**src/rtl/mem_port_sequencer.sv**
```systemverilog
// Shares one single-ported memory between instruction fetch and load/store,
// sequencing each access through a ready handshake and raising pipeline stalls.
module mem_port_sequencer #(
  parameter int ADDR_W     = 32,
  parameter int STARVE_MAX = 4
) (
  input  logic              clk,
  input  logic              rst,
  input  logic              if_req,
  input  logic [ADDR_W-1:0] if_addr,
  output logic [31:0]       if_rdata,
  output logic              if_valid,
  input  logic              d_req,
  input  logic              d_we,
  input  logic [ADDR_W-1:0] d_addr,
  input  logic [31:0]       d_wdata,
  input  logic [3:0]        d_be,
  output logic [31:0]       d_rdata,
  output logic              d_valid,
  output logic              mem_req,
  output logic              mem_we,
  output logic [ADDR_W-1:0] mem_addr,
  output logic [31:0]       mem_wdata,
  output logic [3:0]        mem_be,
  input  logic [31:0]       mem_rdata,
  input  logic              mem_ready,
  output logic              stall_if,
  output logic              stall_mem
);

  typedef enum logic [2:0] {IDLE, BUSY_I, BUSY_D, RESP_I, RESP_D} state_t;

  localparam logic [3:0] STARVE_LIM = 4'(STARVE_MAX);

  state_t            state_q, state_d;
  logic [3:0]        starve_q, starve_d;
  logic              mem_req_q, mem_req_d;
  logic              mem_we_q, mem_we_d;
  logic [ADDR_W-1:0] mem_addr_q, mem_addr_d;
  logic [31:0]       mem_wdata_q, mem_wdata_d;
  logic [3:0]        mem_be_q, mem_be_d;
  logic [31:0]       if_rdata_q, if_rdata_d;
  logic [31:0]       d_rdata_q, d_rdata_d;
  logic              if_valid_q, if_valid_d;
  logic              d_valid_q, d_valid_d;
  logic              grant_d;

  always_ff @(posedge clk) begin
    if (rst) begin
      state_q     <= IDLE;
      starve_q    <= 4'd0;
      mem_req_q   <= 1'b0;
      mem_we_q    <= 1'b0;
      mem_addr_q  <= '0;
      mem_wdata_q <= 32'd0;
      mem_be_q    <= 4'h0;
      if_rdata_q  <= 32'd0;
      d_rdata_q   <= 32'd0;
      if_valid_q  <= 1'b0;
      d_valid_q   <= 1'b0;
    end else begin
      state_q     <= state_d;
      starve_q    <= starve_d;
      mem_req_q   <= mem_req_d;
      mem_we_q    <= mem_we_d;
      mem_addr_q  <= mem_addr_d;
      mem_wdata_q <= mem_wdata_d;
      mem_be_q    <= mem_be_d;
      if_rdata_q  <= if_rdata_d;
      d_rdata_q   <= d_rdata_d;
      if_valid_q  <= if_valid_d;
      d_valid_q   <= d_valid_d;
    end
  end

  always_comb begin
    state_d     = state_q;
    starve_d    = starve_q;
    mem_req_d   = mem_req_q;
    mem_we_d    = mem_we_q;
    mem_addr_d  = mem_addr_q;
    mem_wdata_d = mem_wdata_q;
    mem_be_d    = mem_be_q;
    if_rdata_d  = if_rdata_q;
    d_rdata_d   = d_rdata_q;
    if_valid_d  = 1'b0;
    d_valid_d   = 1'b0;
    // Data wins ties until the fetch has been passed over STARVE_MAX times.
    grant_d     = d_req & ~(if_req & (starve_q == STARVE_LIM));
    unique case (state_q)
      IDLE: begin
        if (!if_req) starve_d = 4'd0;
        if (grant_d) begin
          state_d     = BUSY_D;
          mem_req_d   = 1'b1;
          mem_we_d    = d_we;
          mem_addr_d  = d_addr;
          mem_wdata_d = d_wdata;
          mem_be_d    = d_we ? d_be : 4'hF;
          if (if_req && (starve_q != STARVE_LIM)) starve_d = starve_q + 4'd1;
        end else if (if_req) begin
          state_d    = BUSY_I;
          mem_req_d  = 1'b1;
          mem_we_d   = 1'b0;
          mem_addr_d = if_addr;
          mem_be_d   = 4'hF;
          starve_d   = 4'd0;
        end
      end
      BUSY_I: begin
        if (mem_ready) begin
          if_rdata_d = mem_rdata;
          mem_req_d  = 1'b0;
          mem_we_d   = 1'b0;
          if_valid_d = 1'b1;
          state_d    = RESP_I;
        end
      end
      BUSY_D: begin
        if (mem_ready) begin
          if (!mem_we_q) d_rdata_d = mem_rdata;
          mem_req_d = 1'b0;
          mem_we_d  = 1'b0;
          d_valid_d = 1'b1;
          state_d   = RESP_D;
        end
      end
      RESP_I, RESP_D: state_d = IDLE;
      default: state_d = IDLE;
    endcase
  end

  assign mem_req   = mem_req_q;
  assign mem_we    = mem_we_q;
  assign mem_addr  = mem_addr_q;
  assign mem_wdata = mem_wdata_q;
  assign mem_be    = mem_be_q;
  assign if_rdata  = if_rdata_q;
  assign d_rdata   = d_rdata_q;
  assign if_valid  = if_valid_q;
  assign d_valid   = d_valid_q;
  assign stall_if  = if_req & ~if_valid_q;
  assign stall_mem = d_req & ~d_valid_q;

endmodule

```
**config.mk**
```make
export PLATFORM = sky130hd
export DESIGN_NAME = mem_port_sequencer
export DESIGN_NICKNAME = d
export VERILOG_FILES = /design/src/rtl/mem_port_sequencer.sv
export SDC_FILE = /design/constraint.sdc
export NUM_CORES = 1
export LEC_CHECK = 0
export CORE_MARGIN = 10
export CORE_UTILIZATION = 45
export DETAILED_ROUTE_END_ITERATION = 10
export PLACE_DENSITY = 0.95
export SLEW_MARGIN = 15
export SYNTH_ARGS = -nofsm -noshare
export SYNTH_HDL_FRONTEND = slang
export SYNTH_SLANG_ARGS = --single-unit
```
**constraint.sdc**
```tcl
create_clock -name clk -period 4.03 [get_ports clk]
set_clock_uncertainty 0.15 [all_clocks]
set_input_delay 0.806 -clock clk [delete_from_list [all_inputs] [get_ports clk]]
set_output_delay 0.806 -clock clk [all_outputs]
set_load 0.01 [all_outputs]
```
==> metrics.md, run 1 <==
| Metric | Value |
|---|---|
| Outcome | complete, no violations |
| Synthesized area | 6060 um2 |
| Initial DRT Pass Iterations | 7 |
| Std-Cell Rows | 42 |
| Nets | 1071 |
| Layout cell share with drive strength beyond 1 | 0.0932 |
| Via count | 6558 |
| DRT antenna net count | 0 |
| Sink Count | 143 |
| Via count of the first global-routing pass | 6125 |
| Slowest stage delay, CP | 0.66 ns |
| Total core area | 13200 um2 |
| Post-DP HPWL | 15.3 mm |
| Grt met2 use | 0.401 |
| Grt ovf | 0 |
| Initial DRC count | 705 |
| Top cells by area, synth | dfxtp_1 (47%), a21oi_1 (11%), o21ai_0 (5.4%) |
| HP Class | reg2reg |
| Register area share after synthesis | 0.472 |
| Most frequent cell after synthesis | dfxtp_1 |
| Leak pwr | 3.17 nW |
| Measured slew at the worst slew-check pin | 0.876 ns |
| RSZ-0062 raised after global routing | no |
| Die Y | 136 um |
| Die W | 136 um |
| CTS Buf Count | 17 |
| Worst skew pair latency | 0.42 ns |
| Family with the most delay on the worst path | buffers and inverters |
| Largest net degree at the start of global routing | 81 |
| Initial Utilization | 0.458 |
| Total power | 4.06 mW |
| Gr busiest metal | met2 |
| Reg clk slew, reported paths | 0.06 ns |
| Die area | 18500 um2 |
| Multiplexer share of the synthesized area | 0 |
| Dpl ws | 0.865 ns |
| Required time of the critical path | 3.07 ns |
| Hold Violations, Final | 0 |
| Total GRT Usage | 0.235 |
| Syn_area_per_cell | 8.56 um2 |
| DRC Markers | 0 |
| Crit path time final | 3.15 ns |
| Area fraction of the dominant cell type after synthesis | 0.472 |
| P&R area growth vs syn | 55.0% |
| Max Cap Viol | 0 |
| Post-synth ARST share | 0 |
| Largest area contributor in the netlist | dfxtp_1 |
| IO Pins | 276 |
| Bufs on Longest Clock Path | 2 |
| Area occupied by registers | 2860 um2 |
| Max-slew headroom | 0.416 |
| Number of synthesized flops with an enable pin | 0 |
| Setup-failing EPs final | 0 |
| Max IR drop VDD | 0.340 mV |
| Post_cts resized | 0 |
| Port Buf Inserts | 275 |
| Synth Area in Simple Gates | 0.165 |
| XOR/XNOR Fraction of Synth Area | 0.00144 |
| Worst-path cell chain | clkdlybuf4s50_1 -> nor2b_1 -> clkdlybuf4s50_1 |
| Buf/Inv on CP | 2 |
| Setup TNS | 0 ns |
| Largest family of logic cells by synthesized area | compound AO/OA/AOI/OAI gates |
| Crit path DAT | 2.19 ns |
| Synth Area in Compound Gates | 0.287 |
| Multi-input combinational cell area | 2800 um2 |
| Synth Area in Adders | 0.00413 |
| GRT met3 Usage | 0.0838 |
| Kind of critical path | in2out |
| Post-synth top flop | dfxtp_1 |
| Root buffer cell | clkbuf_16 |
| Number of diodes | 0 |
| Most frequent CP cell | clkdlybuf4s50_1 |
| Crit share post-route | 0.781 |
| Synth top cells by count | dfxtp_1 (143), a21oi_1 (134), nand2_1 (68) |
| First-pass GRT wire length | 34.7 mm |
| Total Routed Length | 23.0 mm |
| Synth Net Count | 848 |
| Syn. warnings | 0 |
| Fin. max-slew vios | 0 |
| Pwr per Cell Area | 432 nW/um2 |
| Hold Buf Count CTS | 0 |
| Distinct cells, synth | 39 |
| Setup WS post-layout | 0.884 ns |
| # fillers | 987 |
| Setup Fix Bufs, Post-CTS | 0 |
| CP Capture Type | primary output |
| Initial antenna violation count | 0 |
| RePlAce Congestion | 0.823 |
| Met1 usage | 0.273 |
| #FFs+latches synth | 143 |
| Worst-path maximum fanout | 7 |
| Wire per inst | 20.5 um |
| CTS tree | done |
| Syn Inst Count | 708 |
| CP Launch Type | input pin |
| Post-DR vias/cell | 5.86 |
| Slowest CP cell | clkdlybuf4s50_1 |
| H-Tree Depth | 4 |
| Fmax | 318 MHz |
==> final cells by class <==
type / count / share of cell area
Tap cell: 176 / 0.0234
Timing Repair Buffer: 291 / 0.306
Inverter: 5 / 0.00200
Clock inverter: 11 / 0.0164
Multi-Input combinational cell: 473 / 0.297
Clock buffer: 21 / 0.0500
Sequential cell: 143 / 0.305
==> registers in the layout (all words and copies together), names as in the netlist <==
signal     cells
mem_req        1
mem_addr      32
d_valid        1
state_q        3
mem_be         4
if_rdata      32
mem_wdata     32
starve_q       4
if_valid       1
mem_we         1
d_rdata       32
==> tightest hold or removal path: stages, from the launching register on <==
cell     delay (ns)
dfxtp_1        0.31
nand2_1        0.05
a21oi_1        0.05
==> cell families after synthesis <==
family	after synthesis
simple gates	196
compound gates	274
fa+ha+maj	2
xor+xnor	1
flops	143
buf+inv	92
==> placed cells by master (no fill, tap or decap), types with 3 or more instances in the layout <==
cell type and instances:
clkbuf_16 17, inv_6 3, o21ai_0 66, clkbuf_8 3, nor3_1 3, clkdlybuf4s50_1 273
nand4_1 36, nand2_1 68, dfxtp_1 143, a311oi_1 32, o31ai_1 6, inv_1 4
a21oi_1 134, nor2_1 5, nand4b_1 3, bufinv_16 3, o31ai_2 26, nand3_1 65
buf_4 16, o221a_2 4
==> path summary, 6_finish.rpt <==
| kind | depth (start not counted) | startpoint | slack (ns) | endpoint |
|---|---|---|---|---|
| worst max-delay path | 3 | if_req | 0.88 | stall_if |
| worst min-delay path | 2 | if_rdata[14] | 0.30 | if_rdata[14] |
| worst max register to register | 6 | starve_q[0] | 1.67 | mem_be[3] |
| worst min register to register | 2 | if_rdata[14] | 0.30 | if_rdata[14] |
==> where the power goes <==
group          switching, mW  leakage, nW  internal, mW
clock network          0.638        0.301          1.03
logic                  0.403         1.70         0.409
registers             0.0645         1.17          1.52
==> stage by stage <==
step                      utilization  instance area (um2)  cells  hold slack, ns
after CTS                       0.710                 9400   1120           0.306
after global placement          0.663                 8780   1088           0.290
after floorplan                     -                 6060    708           0.312
after global routing            0.710                 9400   1120           0.317
after detailed placement        0.663                 8780   1088           0.298
final                           0.710                 9400   1120           0.302
==> routing by layer <==
layer  vias to the layer above  wire [um]  share of wire
met5                         -          0              0
met4                         0        312          0.014
met3                        30       2330           0.10
met2                       317      11800           0.51
met1                      3155       8550           0.37
li1                       3056          -              -
Note: power is estimated with default switching activity, not from simulation.
==> run 2: changes to the inputs <==
- CORE_UTILIZATION: 45 -> 42
- PLACE_DENSITY: 0.95 -> 0.92
- clock period: 4.03 -> 3.1 ns (I/O delays scaled with it)
==> metrics.md, run 2 (synthesis results as in run 1) <==
| Metric | Value |
|---|---|
| IO Pins | 276 (unchanged) |
| Sink Count | 143 (unchanged) |
| Std-Cell Rows | 43 (+2.4%) |
| Via count | 6556 (-0.030%) |
| Kind of critical path | in2out |
| Total GRT Usage | 0.229 (-0.00583) |
| Total Routed Length | 23.8 mm (+3.6%) |
| HP Class | reg2reg |
| RSZ-0062 raised after global routing | no |
| CTS tree | done |
| # fillers | 1091 (+11%) |
| Nets | 1072 (+0.093%) |
| Pwr per Cell Area | 567 nW/um2 (+31%) |
| Max IR drop VDD | 0.425 mV (+25%) |
| Layout cell share with drive strength beyond 1 | 0.0942 (+0.000960) |
| Setup Fix Bufs, Post-CTS | 0 (unchanged) |
| Post-DR vias/cell | 5.83 (-0.47%) |
| Total power | 5.36 mW (+32%) |
| First-pass GRT wire length | 36.7 mm (+5.9%) |
| Wire per inst | 21.2 um (+3.1%) |
| Crit path time final | 2.79 ns |
| Met1 usage | 0.256 (-0.0170) |
| Most frequent cells in the layout | clkdlybuf4s50_1 (273), dfxtp_1 (143), a21oi_1 (134) |
| P&R area growth vs syn | 56.0% |
| Worst skew pair latency | 0.41 ns (about the same) |
| Crit share post-route | 0.901 |
| Outcome | complete, no violations |
| Bufs on Longest Clock Path | 2 (unchanged) |
| Hold Violations, Final | 0 (unchanged) |
| Initial DRC count | 615 (-13%) |
| Die Y | 140 um (+3.0%) |
| CTS Buf Count | 17 (unchanged) |
| Gr busiest metal | met2 |
| Total core area | 14000 um2 (+5.6%) |
| Fin. max-slew vios | 0 (unchanged) |
| Area occupied by registers | 2860 um2 (unchanged) |
| Dpl ws | 0.292 ns (-0.573 ns) |
| GRT met3 Usage | 0.0879 (+0.00413) |
| Flop-to-flop setup slack | 0.59 ns (-1.08 ns) |
| H-Tree Depth | 4 (unchanged) |
| Largest net degree at the start of global routing | 65 (-20%) |
| Crit path DAT | 2.02 ns (-0.17 ns) |
| Post-DP HPWL | 15.9 mm (+4.6%) |
| Worst hold margin | 0.302 ns (+0.000746 ns) |
| Initial Utilization | 0.433 (-0.0244) |
| Grt ovf | 0 (unchanged) |
| Fmax | 358 MHz |
| Measured slew at the worst slew-check pin | 0.922 ns (+0.0455 ns) |
| Port Buf Inserts | 275 (unchanged) |
| Max Cap Viol | 0 (unchanged) |
| Die area | 19600 um2 (+6.1%) |
| Setup WS post-layout | 0.305 ns (-0.578 ns) |
| Worst-path maximum fanout | 7 (unchanged) |
| Leak pwr | 3.20 nW (+1.1%) |
| Multi-input combinational cell area | 2800 um2 (unchanged) |
| Number of diodes | 0 (unchanged) |
| Reg clk slew, reported paths | 0.06 ns (about the same) |
| Initial antenna violation count | 0 (unchanged) |
| Grt met2 use | 0.387 (-0.0142) |
| Max-slew headroom | 0.384 (-0.0318) |
| CP Capture Type | primary output |
| Via count of the first global-routing pass | 6428 (+4.9%) |
| CP Launch Type | input pin |
| Setup-failing EPs final | 0 (unchanged) |
| DRT antenna net count | 0 (unchanged) |
| Root buffer cell | clkbuf_16 |
| Commonest non-fill, non-tap cell in the layout | clkdlybuf4s50_1 |
| RePlAce Congestion | 0.849 (+3.1%) |
| DRC Markers | 0 (unchanged) |
| Hold Buf Count CTS | 0 (unchanged) |
| Post_cts resized | 0 (unchanged) |
| Setup TNS | 0 ns (unchanged) |
| Required time of the critical path | 2.33 ns (-0.74 ns) |
| Initial DRT Pass Iterations | 5 (-2) |
| Die W | 140 um (+3.0%) |
run 2: changes by cell type in the layout (fill, tap and decap cells not counted):
cell        previous run  this run
buf_12                 1         3
buf_4                 16        15
bufinv_16              3         4
clkinvlp_4             2         1
run 2: final cells by class:
class                      count  area share
clock buffer                  21      0.0497
inverter                       5     0.00198
timing repair buffer         292       0.308
clock inverter                11      0.0186
tap                          180      0.0238
sequential                   143       0.303
multi-input combinational    473       0.296
run 2: stage by stage:
stage	instances	utilization	area, um2
finish	1125	0.676	9460
global route	1125	0.676	9460
CTS	1125	0.676	9460
detailed placement	1093	0.630	8810
global placement	1093	0.630	8810
floorplan	708	-	6060
run 2: worst paths after layout:
path	endpoint	depth (start not counted)	from
setup / recovery	stall_if	3	if_req
hold / removal	if_rdata[26]	2	if_rdata[26]
setup reg to reg	mem_addr[11]	3	state_q[2]
hold reg to reg	if_rdata[26]	2	if_rdata[26]
run 2: where the power goes:
part,total [mW],switching [mW],internal [mW]
clock,2.23,0.812,1.42
sequential,2.06,0.0876,1.98
combinational,1.06,0.532,0.530
total,5.36,1.43,3.93
run 2: critical path: stages:
cell             delay, ns
clkdlybuf4s50_1       0.67
nor2b_1               0.18
clkdlybuf4s50_1       0.55
run 2: routing by layer:
layer | vias to the layer above | share of wire
li1 | 3051 | -
met1 | 3146 | 0.37
met2 | 312 | 0.50
met3 | 47 | 0.096
met4 | 0 | 0.030
met5 | - | 0
==> run 3: changes to the inputs <==
- CAP_MARGIN: default -> 25
==> results of run 3 <==
Same layout as run 2: the final DEF is identical, and so are final timing and power.
